**config.mk**
```make
export PLATFORM = sky130hd
export DESIGN_NAME = dual_cam_burst_arbiter
export DESIGN_NICKNAME = d
export VERILOG_FILES = /design/src/rtl/dual_cam_burst_arbiter_pkg.sv /design/src/rtl/dual_cam_burst_arbiter_rr_arb2.sv /design/src/rtl/dual_cam_burst_arbiter.sv
export SDC_FILE = /design/constraint.sdc
export NUM_CORES = 1
export LEC_CHECK = 0
export CAP_MARGIN = 20
export CORE_ASPECT_RATIO = 0.6
export CORE_MARGIN = 2
export CORE_UTILIZATION = 40
export CTS_BUF_LIST = sky130_fd_sc_hd__clkbuf_8
export DETAILED_ROUTE_END_ITERATION = 8
export PLACE_DENSITY = 0.7
export SYNTH_ARGS = -nofsm -noshare
export SYNTH_HDL_FRONTEND = slang
export SYNTH_SLANG_ARGS = --single-unit
```
**constraint.sdc**
```tcl
create_clock -name clk -period 2.9 [get_ports clk]
set_input_delay 0.58 -clock clk [delete_from_list [all_inputs] [get_ports clk]]
set_output_delay 0.58 -clock clk [all_outputs]
set_load 0.005 [all_outputs]
```
**src/rtl/dual_cam_burst_arbiter_pkg.sv**
```systemverilog
// Shared definitions for the dual camera burst arbiter: FSM encoding and
// burst header layout.
package dual_cam_burst_arbiter_pkg;

  typedef enum logic [1:0] {
    ST_IDLE  = 2'd0,
    ST_READ  = 2'd1,
    ST_DRAIN = 2'd2
  } state_t;

  localparam logic [3:0] HDR_MAGIC     = 4'hA;
  localparam int         HDR_W         = 16;
  localparam int         HDR_MAGIC_LSB = 12;
  localparam int         HDR_CH_BIT    = 8;
  localparam int         HDR_SEQ_LSB   = 0;

  function automatic logic [HDR_W-1:0] make_header(input logic ch, input logic [7:0] seq);
    logic [HDR_W-1:0] h;
    h = '0;
    h[HDR_MAGIC_LSB +: 4] = HDR_MAGIC;
    h[HDR_CH_BIT]         = ch;
    h[HDR_SEQ_LSB +: 8]   = seq;
    return h;
  endfunction

endpackage

```
**src/rtl/dual_cam_burst_arbiter_rr_arb2.sv**
```systemverilog
// Two-requester round-robin arbiter; a tie goes to the requester not served last.
module rr_arb2 (
  input  logic       clk,
  input  logic       rst_n,
  input  logic [1:0] req,
  input  logic       take,
  output logic       gnt_valid,
  output logic       gnt_ch
);

  logic last_ch;

  always_comb begin
    gnt_valid = |req;
    gnt_ch    = req[1];
    if (&req) gnt_ch = ~last_ch;
  end

  // Reset to channel 1 so channel 0 wins the first tie.
  always_ff @(posedge clk or negedge rst_n) begin
    if (!rst_n)                  last_ch <= 1'b1;
    else if (take && gnt_valid)  last_ch <= gnt_ch;
  end

endmodule

```
**src/rtl/dual_cam_burst_arbiter.sv**
```systemverilog
// Reads fixed-length bursts from two camera FIFOs and emits them as
// header + data packets, arbitrating round-robin between the cameras.
//
// state    | meaning
// ST_IDLE  | waiting for en, tx_ready and an eligible channel
// ST_READ  | rdreq high on granted channel, header then data beats out
// ST_DRAIN | last FIFO word in flight, eop beat driven
module dual_cam_burst_arbiter
  import dual_cam_burst_arbiter_pkg::*;
#(
  parameter int ADDR_W    = 10,
  parameter int DATA_W    = 16,
  parameter int BURST_LEN = 256
) (
  input  logic              clk,
  input  logic              rst_n,
  input  logic              en,
  input  logic              tx_ready,
  input  logic [ADDR_W-1:0] rdusedw0,
  input  logic [ADDR_W-1:0] rdusedw1,
  input  logic              rdempty0,
  input  logic              rdempty1,
  input  logic [DATA_W-1:0] q0,
  input  logic [DATA_W-1:0] q1,
  output logic              rdreq0,
  output logic              rdreq1,
  output logic              out_valid,
  output logic              out_sop,
  output logic              out_eop,
  output logic [DATA_W-1:0] out_data,
  output logic              out_ch,
  output logic              busy,
  output logic              underrun_err
);

  localparam logic [ADDR_W-1:0] LEN     = ADDR_W'(BURST_LEN);
  localparam logic [ADDR_W-1:0] LAST_RD = ADDR_W'(BURST_LEN - 1);

  state_t            state_q, state_d;
  logic [ADDR_W-1:0] cnt_q, cnt_d;
  logic              ch_q, ch_d;
  logic              rd_prev_q;
  logic [7:0]        seq0_q, seq0_d, seq1_q, seq1_d;
  logic              rdreq0_d, rdreq1_d, busy_d, underrun_d;
  logic              out_valid_d, out_sop_d, out_eop_d;
  logic [DATA_W-1:0] out_data_d;
  logic [1:0]        elig;
  logic              take, gnt_valid, gnt_ch;

  assign elig[0] = (rdusedw0 >= LEN) && !rdempty0;
  assign elig[1] = (rdusedw1 >= LEN) && !rdempty1;
  assign take    = (state_q == ST_IDLE) && en && tx_ready;
  assign out_ch  = ch_q;

  rr_arb2 u_arb (
    .clk       (clk),
    .rst_n     (rst_n),
    .req       (elig),
    .take      (take),
    .gnt_valid (gnt_valid),
    .gnt_ch    (gnt_ch)
  );

  always_comb begin
    state_d     = state_q;
    cnt_d       = cnt_q;
    ch_d        = ch_q;
    seq0_d      = seq0_q;
    seq1_d      = seq1_q;
    rdreq0_d    = 1'b0;
    rdreq1_d    = 1'b0;
    // FIFO data is valid the cycle after its rdreq, so data beats follow rd_prev_q.
    out_valid_d = rd_prev_q;
    out_sop_d   = 1'b0;
    out_eop_d   = 1'b0;
    out_data_d  = rd_prev_q ? (ch_q ? q1 : q0) : '0;
    underrun_d  = underrun_err | (rdreq0 & rdempty0) | (rdreq1 & rdempty1);

    case (state_q)
      ST_IDLE: begin
        if (take && gnt_valid) begin
          state_d  = ST_READ;
          ch_d     = gnt_ch;
          cnt_d    = LAST_RD;
          rdreq0_d = ~gnt_ch;
          rdreq1_d = gnt_ch;
        end
      end
      ST_READ: begin
        rdreq0_d = ~ch_q;
        rdreq1_d = ch_q;
        if (cnt_q == LAST_RD) begin
          out_valid_d = 1'b1;
          out_sop_d   = 1'b1;
          out_data_d  = '0;
          out_data_d[HDR_W-1:0] = make_header(ch_q, ch_q ? seq1_q : seq0_q);
          if (ch_q) seq1_d = seq1_q + 8'd1;
          else      seq0_d = seq0_q + 8'd1;
        end
        if (cnt_q == '0) begin
          state_d  = ST_DRAIN;
          cnt_d    = ADDR_W'(1);
          rdreq0_d = 1'b0;
          rdreq1_d = 1'b0;
        end else begin
          cnt_d = cnt_q - 1'b1;
        end
      end
      ST_DRAIN: begin
        out_eop_d = rd_prev_q;
        if (cnt_q == '0) state_d = ST_IDLE;
        else             cnt_d   = cnt_q - 1'b1;
      end
      default: state_d = ST_IDLE;
    endcase

    busy_d = (state_d != ST_IDLE);
  end

  always_ff @(posedge clk or negedge rst_n) begin
    if (!rst_n) begin
      state_q      <= ST_IDLE;
      cnt_q        <= '0;
      ch_q         <= 1'b0;
      rd_prev_q    <= 1'b0;
      seq0_q       <= '0;
      seq1_q       <= '0;
      rdreq0       <= 1'b0;
      rdreq1       <= 1'b0;
      out_valid    <= 1'b0;
      out_sop      <= 1'b0;
      out_eop      <= 1'b0;
      out_data     <= '0;
      busy         <= 1'b0;
      underrun_err <= 1'b0;
    end else begin
      state_q      <= state_d;
      cnt_q        <= cnt_d;
      ch_q         <= ch_d;
      rd_prev_q    <= rdreq0 | rdreq1;
      seq0_q       <= seq0_d;
      seq1_q       <= seq1_d;
      rdreq0       <= rdreq0_d;
      rdreq1       <= rdreq1_d;
      out_valid    <= out_valid_d;
      out_sop      <= out_sop_d;
      out_eop      <= out_eop_d;
      out_data     <= out_data_d;
      busy         <= busy_d;
      underrun_err <= underrun_d;
    end
  end

endmodule

```
## Word level (Yosys, flattened, before mapping)

Index checks and enable logic that the tools add are counted.

- Add/sub/neg operators: 3
- $lt $le $gt $ge: 2
- Equal/unequal tests: 5
- Muxes and demuxes: 25
- Bitwise operators: 8
- Reductions and logical operators: 17

Operators by type and width:

| cell | number |
|---|---|
| $mux 16 | 4 |
| $mux 10 | 3 |
| $pmux 10 s3 | 1 |
| $ge 10x9->1 const B | 2 |
| $add 8x1->8 const B | 2 |
| $eq 10x8->1 const B | 1 |
| $logic_not 10->1 | 1 |
| $mux 1 | 10 |
| $sub 10x1->10 const B | 1 |
| $reduce_and 3->1 | 3 |
| $mux 8 | 1 |
| $mux 2 | 3 |
| $pmux 2 s3 | 1 |
| $logic_and 1x1->1 | 5 |
| $pmux 1 s2 | 2 |
| $reduce_and 2->1 | 2 |
| $not 1->1 | 3 |
| $or 1x1->1 | 3 |
| $reduce_bool 3->1 | 1 |
| $and 1x1->1 | 2 |
| $eq 2x1->1 const B | 1 |
| $eq 2x2->1 const B | 1 |
| $logic_not 1->1 | 2 |
| $logic_not 2->1 | 1 |
| other kinds (4) | 4 |

- Register bits after elaboration: 54
- Input port bits: 58
- Output and inout port bits: 24
- Word-level logic and storage cells: 75

## Depth between registers and ports, before layout

- Word-level depth: 7
- Depth in mapped cells: 9
- Mapped depth without buffers: 7

## Cells and area by module

From an unflattened synthesis, not the netlist that was laid out.

- Cells, all modules: 270
- Area total of the unflattened synthesis: 2881.5 um^2

By module, submodules not included:

| module | times used | cells an instance | area each (um^2) | sequential area each (um^2) |
|---|---|---|---|---|
| dual_cam_burst_arbiter | 1 | 265 | 2830.2 | 1326.3 |
| rr_arb2 | 1 | 5 | 51.3 | 26.3 |

## Worst setup path before layout

No wires, ideal clock.

- Path type: reg2reg
- From: register cnt_q[0]
- To: register cnt_q[2]
- Setup time: 0.121 ns
- Data arrival time: 2.102 ns
- Required time: 2.779 ns
- Slack: 0.677 ns
- Cell stages (with the launch flop): 9
- Buffers on the path: 2
- Clock period less this slack: 2.223 ns
- Cells stage by stage: dfrtp_1 inv_1 ha_1 or4b_1 buf_2 o41ai_4 buf_6 o21ai_2 a22o_1

- Word-level cells in the longest chain between the ends: 3
- Elaborated cells on any way between the ends: 7
- Classes of those cells: add/sub: 1; eq/ne: 1; mux: 3; reduce/logical: 2

Ends and longest elaborated chain:

| element | RTL line | text |
|---|---|---|
| start, declared | dual_cam_burst_arbiter.sv:40 | `logic [ADDR_W-1:0] cnt_q, cnt_d;` |
| start signal, assigned | dual_cam_burst_arbiter.sv:138 | `cnt_q <= cnt_d;` |
| $sub 10x1->10 or $logic_not 10->1 (tied branches) | -- |  |
| $mux 10 (tied with other cells) | dual_cam_burst_arbiter.sv:111 | `if (cnt_q == '0) state_d = ST_IDLE;` |
| $pmux 10 s3 or $reduce_and 3->1 (tied branches) | -- |  |

Parallel ways exist; a longest one is shown, timed or not. The select of a mux whose other input is x is not followed.
A chain may end at the register's enable or synchronous reset.

## Worst setup path after layout

- From: register cnt_q[0]
- To: register cnt_q[0]

The elaborated chain is that of the path after synthesis.

==> qor.yml <==
grt_remaining_overflow: 0
synth-simple-area-share: 0.1237
hp-class: "in -> async"
final_common_cell: "clkdlybuf4s50_1"
post_drt_wl_per_cell_um: 15.13
crit_arrival_ns: 2.80
worstPathRequired_ns: 3.11
seq_area_frac_synth: 0.4988
crit_buf_inv: 1
max_freq_ghz: 0.3851
grt_max_degree: 55
crit_type: "reg -> reg"
ys_ff_latch: 54
synth-edff-count: 0
synth_area_mm2: 0.002711
synthXorXnorAreaFrac: 0.04522
fin_ws_ns: 0.3034
max-slew-margin-rel: 0.5473
htree_levels: 2
setup_viol: 0
grt.total_usage: 0.1742
core_mm2: 0.006619
rsz0062_at_grt: "no"
antenna_left: 0
wl_mm: 6.142
post-dp-hpwl_mm: 4.430
crit_start: "cnt_q[0]"
num_vias: 2124
critical_path.cell_chain: "inv_1, ha_1, or4b_1, nor3_2, a221o_1, a21oi_1, a211o_1"
drv_slew: 0
ioPinCount: 82
leakage_nw: 1.553
startpoint_type: "register"
drt-pass1-iter-count: 4
switchingPower_w: 0.0009672
syn_area_per_cell_um2: 10.80
cts_tree: "yes"
max-vdd-ir-drop_mv: 0.3158
clk_latency_ns: 0.32
io_buffer_count: 65
synth_top_family_by_area: "compound AO/OA/AOI/OAI gates"
cp_slowest_stage_delay_ns: 0.63
path_delay_family: "simple AND/OR/NAND/NOR gates"
swShare: 0.3598
synth.area.mux_share: 0.09783
yosys_warnings: 0
maxCapViolations: 0
antenna_cells: 0
die-area_mm2: 0.007475
critical_path_depth: 7
syn-num-nets: 317
synth-compound-area-share: 0.1675
grt_pass1_wl_mm: 9.804
place.gp.congestion: 0.8189
yosysUniqueCellTypes: 47
final_cell_mix: "clkdlybuf4s50_1 (64), dfrtp_1 (53), a21oi_1 (21)"
floorplan.initialDensity: 0.4096
seqPwrFrac: 0.426
place_ws_ns: 0.2679
reg2reg_from: "cnt_q[0]"
finalNetCount: 384
drc_errors: 0
viasPerCell: 5.232
cts_root_buffer: "clkbuf_8"
grt_pass1_vias: 1972
die_h_um: 67.78
worst_clock_skew_ns: 0.01075
comb_power_share: 0.411
synthFlopType: "dfrtp_1"
cts_buffers: 5
fin_crit_sh: 0.8954
clockBufferDepth: 2
p_int_w: 0.001721
status: "completed"
timing_hold_violations_final: 0
powerDensity_mw_per_mm2: 757.3
hold_buffers: 0
die_w_um: 110.3
area_growth_pct: 30.92
worst_pin_slew_ns: 0.6790
synthCells: 251
postCtsSetupBuffers: 0
reg2regPathDepth: 7
crit_fanout: 9
synth-async-reset-ratio: 1.000
clkPwrFrac: 0.163
clock_sinks: 54
drive_gt1_frac: 0.1160
antenna_found_initial: 0
ctsResizeCount: 0
n_fill_cell: 628
clk_pin_slew_ns: 0.11
setup_tns_ns: 0
slowest_stage: "or4b_1"
first_iter_violations: 63
rows: 23
end_kind: "register"
synthAdderAreaFrac: 0.03692
finalCriticalPeriod_ns: 2.597
-- synth_stat cells, drive strengths merged (2+ instances only) --
master,n,area share
xnor2,7,0.023
nor2,18,0.025
or3,3,0.0069
a21o,3,0.0083
nor4,2,0.010
o21ai,20,0.040
xor2,7,0.023
o31ai,2,0.0055
dfrtp,53,0.49
clkbuf,5,0.0069
or2,4,0.0092
o41ai,3,0.017
mux2i,13,0.048
nand2,14,0.019
inv,9,0.012
o21a,2,0.0055
mux2,12,0.050
nand2b,3,0.0069
nand3,3,0.0055
nor3,5,0.013
a221o,2,0.0074
buf,5,0.011
o21bai,3,0.0083
a21oi,21,0.039
nand4,6,0.014
a22o,4,0.013
or4,2,0.0055
ha,8,0.037
-- flip-flops by register name, summed over array words and instances, names as in the netlist --
name           cells
out_data          16
cnt_q             10
seq0_q             8
seq1_q             8
state_q            2
busy               1
out_ch             1
out_eop            1
out_sop            1
out_valid          1
rd_prev_q          1
rdreq0             1
rdreq1             1
u_arb.last_ch      1
underrun_err       1
-- per-stage QoR --
step	total power [W]	cell area (um2)	hold slack [ns]	util	cells
finish	0.002688	3550	0.3621	0.5363	406
global route	0.002890	3550	0.4217	0.5363	406
detailed placement	0.002263	3456	0.4645	0.5221	398
floorplan	0.001792	2711	0.2844	-	251
CTS	0.002708	3550	0.4000	0.5363	406
global placement	0.002228	3456	0.4552	0.5221	398
-- worst paths after layout --
kind	endpoint	slack [ns]
worst max-delay path	cnt_q[0]	0.30
worst min-delay path	out_data[1]	0.36
worst max register to register	cnt_q[0]	0.30
worst min register to register	seq1_q[7]	0.48
max in group asynchronous	cnt_q[6]	2.07
min in group clk	seq1_q[7]	0.48
-- area by class of cell --
type	instances	area, um2	area share
timing repair buffer	70	683.2	0.1925
inverter	9	33.78	0.009517
clock buffer	5	68.82	0.01939
sequential	54	1353	0.3810
clock inverter	3	25.02	0.007050
tap	87	108.9	0.03067
multi-input combinational	178	1277	0.3599
-- cell families after synthesis --
logic type,after synthesis
AND/OR/NAND/NOR,63
adder cells (fa/ha/maj),8
AO/OA/AOI/OAI,68
multiplexers,25
XOR/XNOR,14
buffers and inverters,19
flip-flops,54
-- power groups by stage --
| stage | Clock [W] | Combinational, W | Sequential [W] |
|---|---|---|---|
| 6_report | 0.000439 | 0.00110 | 0.00114 |
| 5_1_grt | 0.000486 | 0.00122 | 0.00118 |
| 4_1_cts | 0.000454 | 0.00111 | 0.00114 |
| 3_5_place_dp | 0 | 0.00111 | 0.00116 |
| 3_3_place_gp | 0 | 0.00108 | 0.00115 |
| 2_1_floorplan | 0 | 0.000681 | 0.00111 |
-- routing by layer --
metal	track usage	vias up	routed length [um]
met1	0.2609	996	3044
li1	-	1037	-
met3	0.04151	9	562
met5	0	-	0
met4	0.05313	0	82
met2	0.2477	82	2453
No activity file was read; power rests on OpenSTA's default activity.
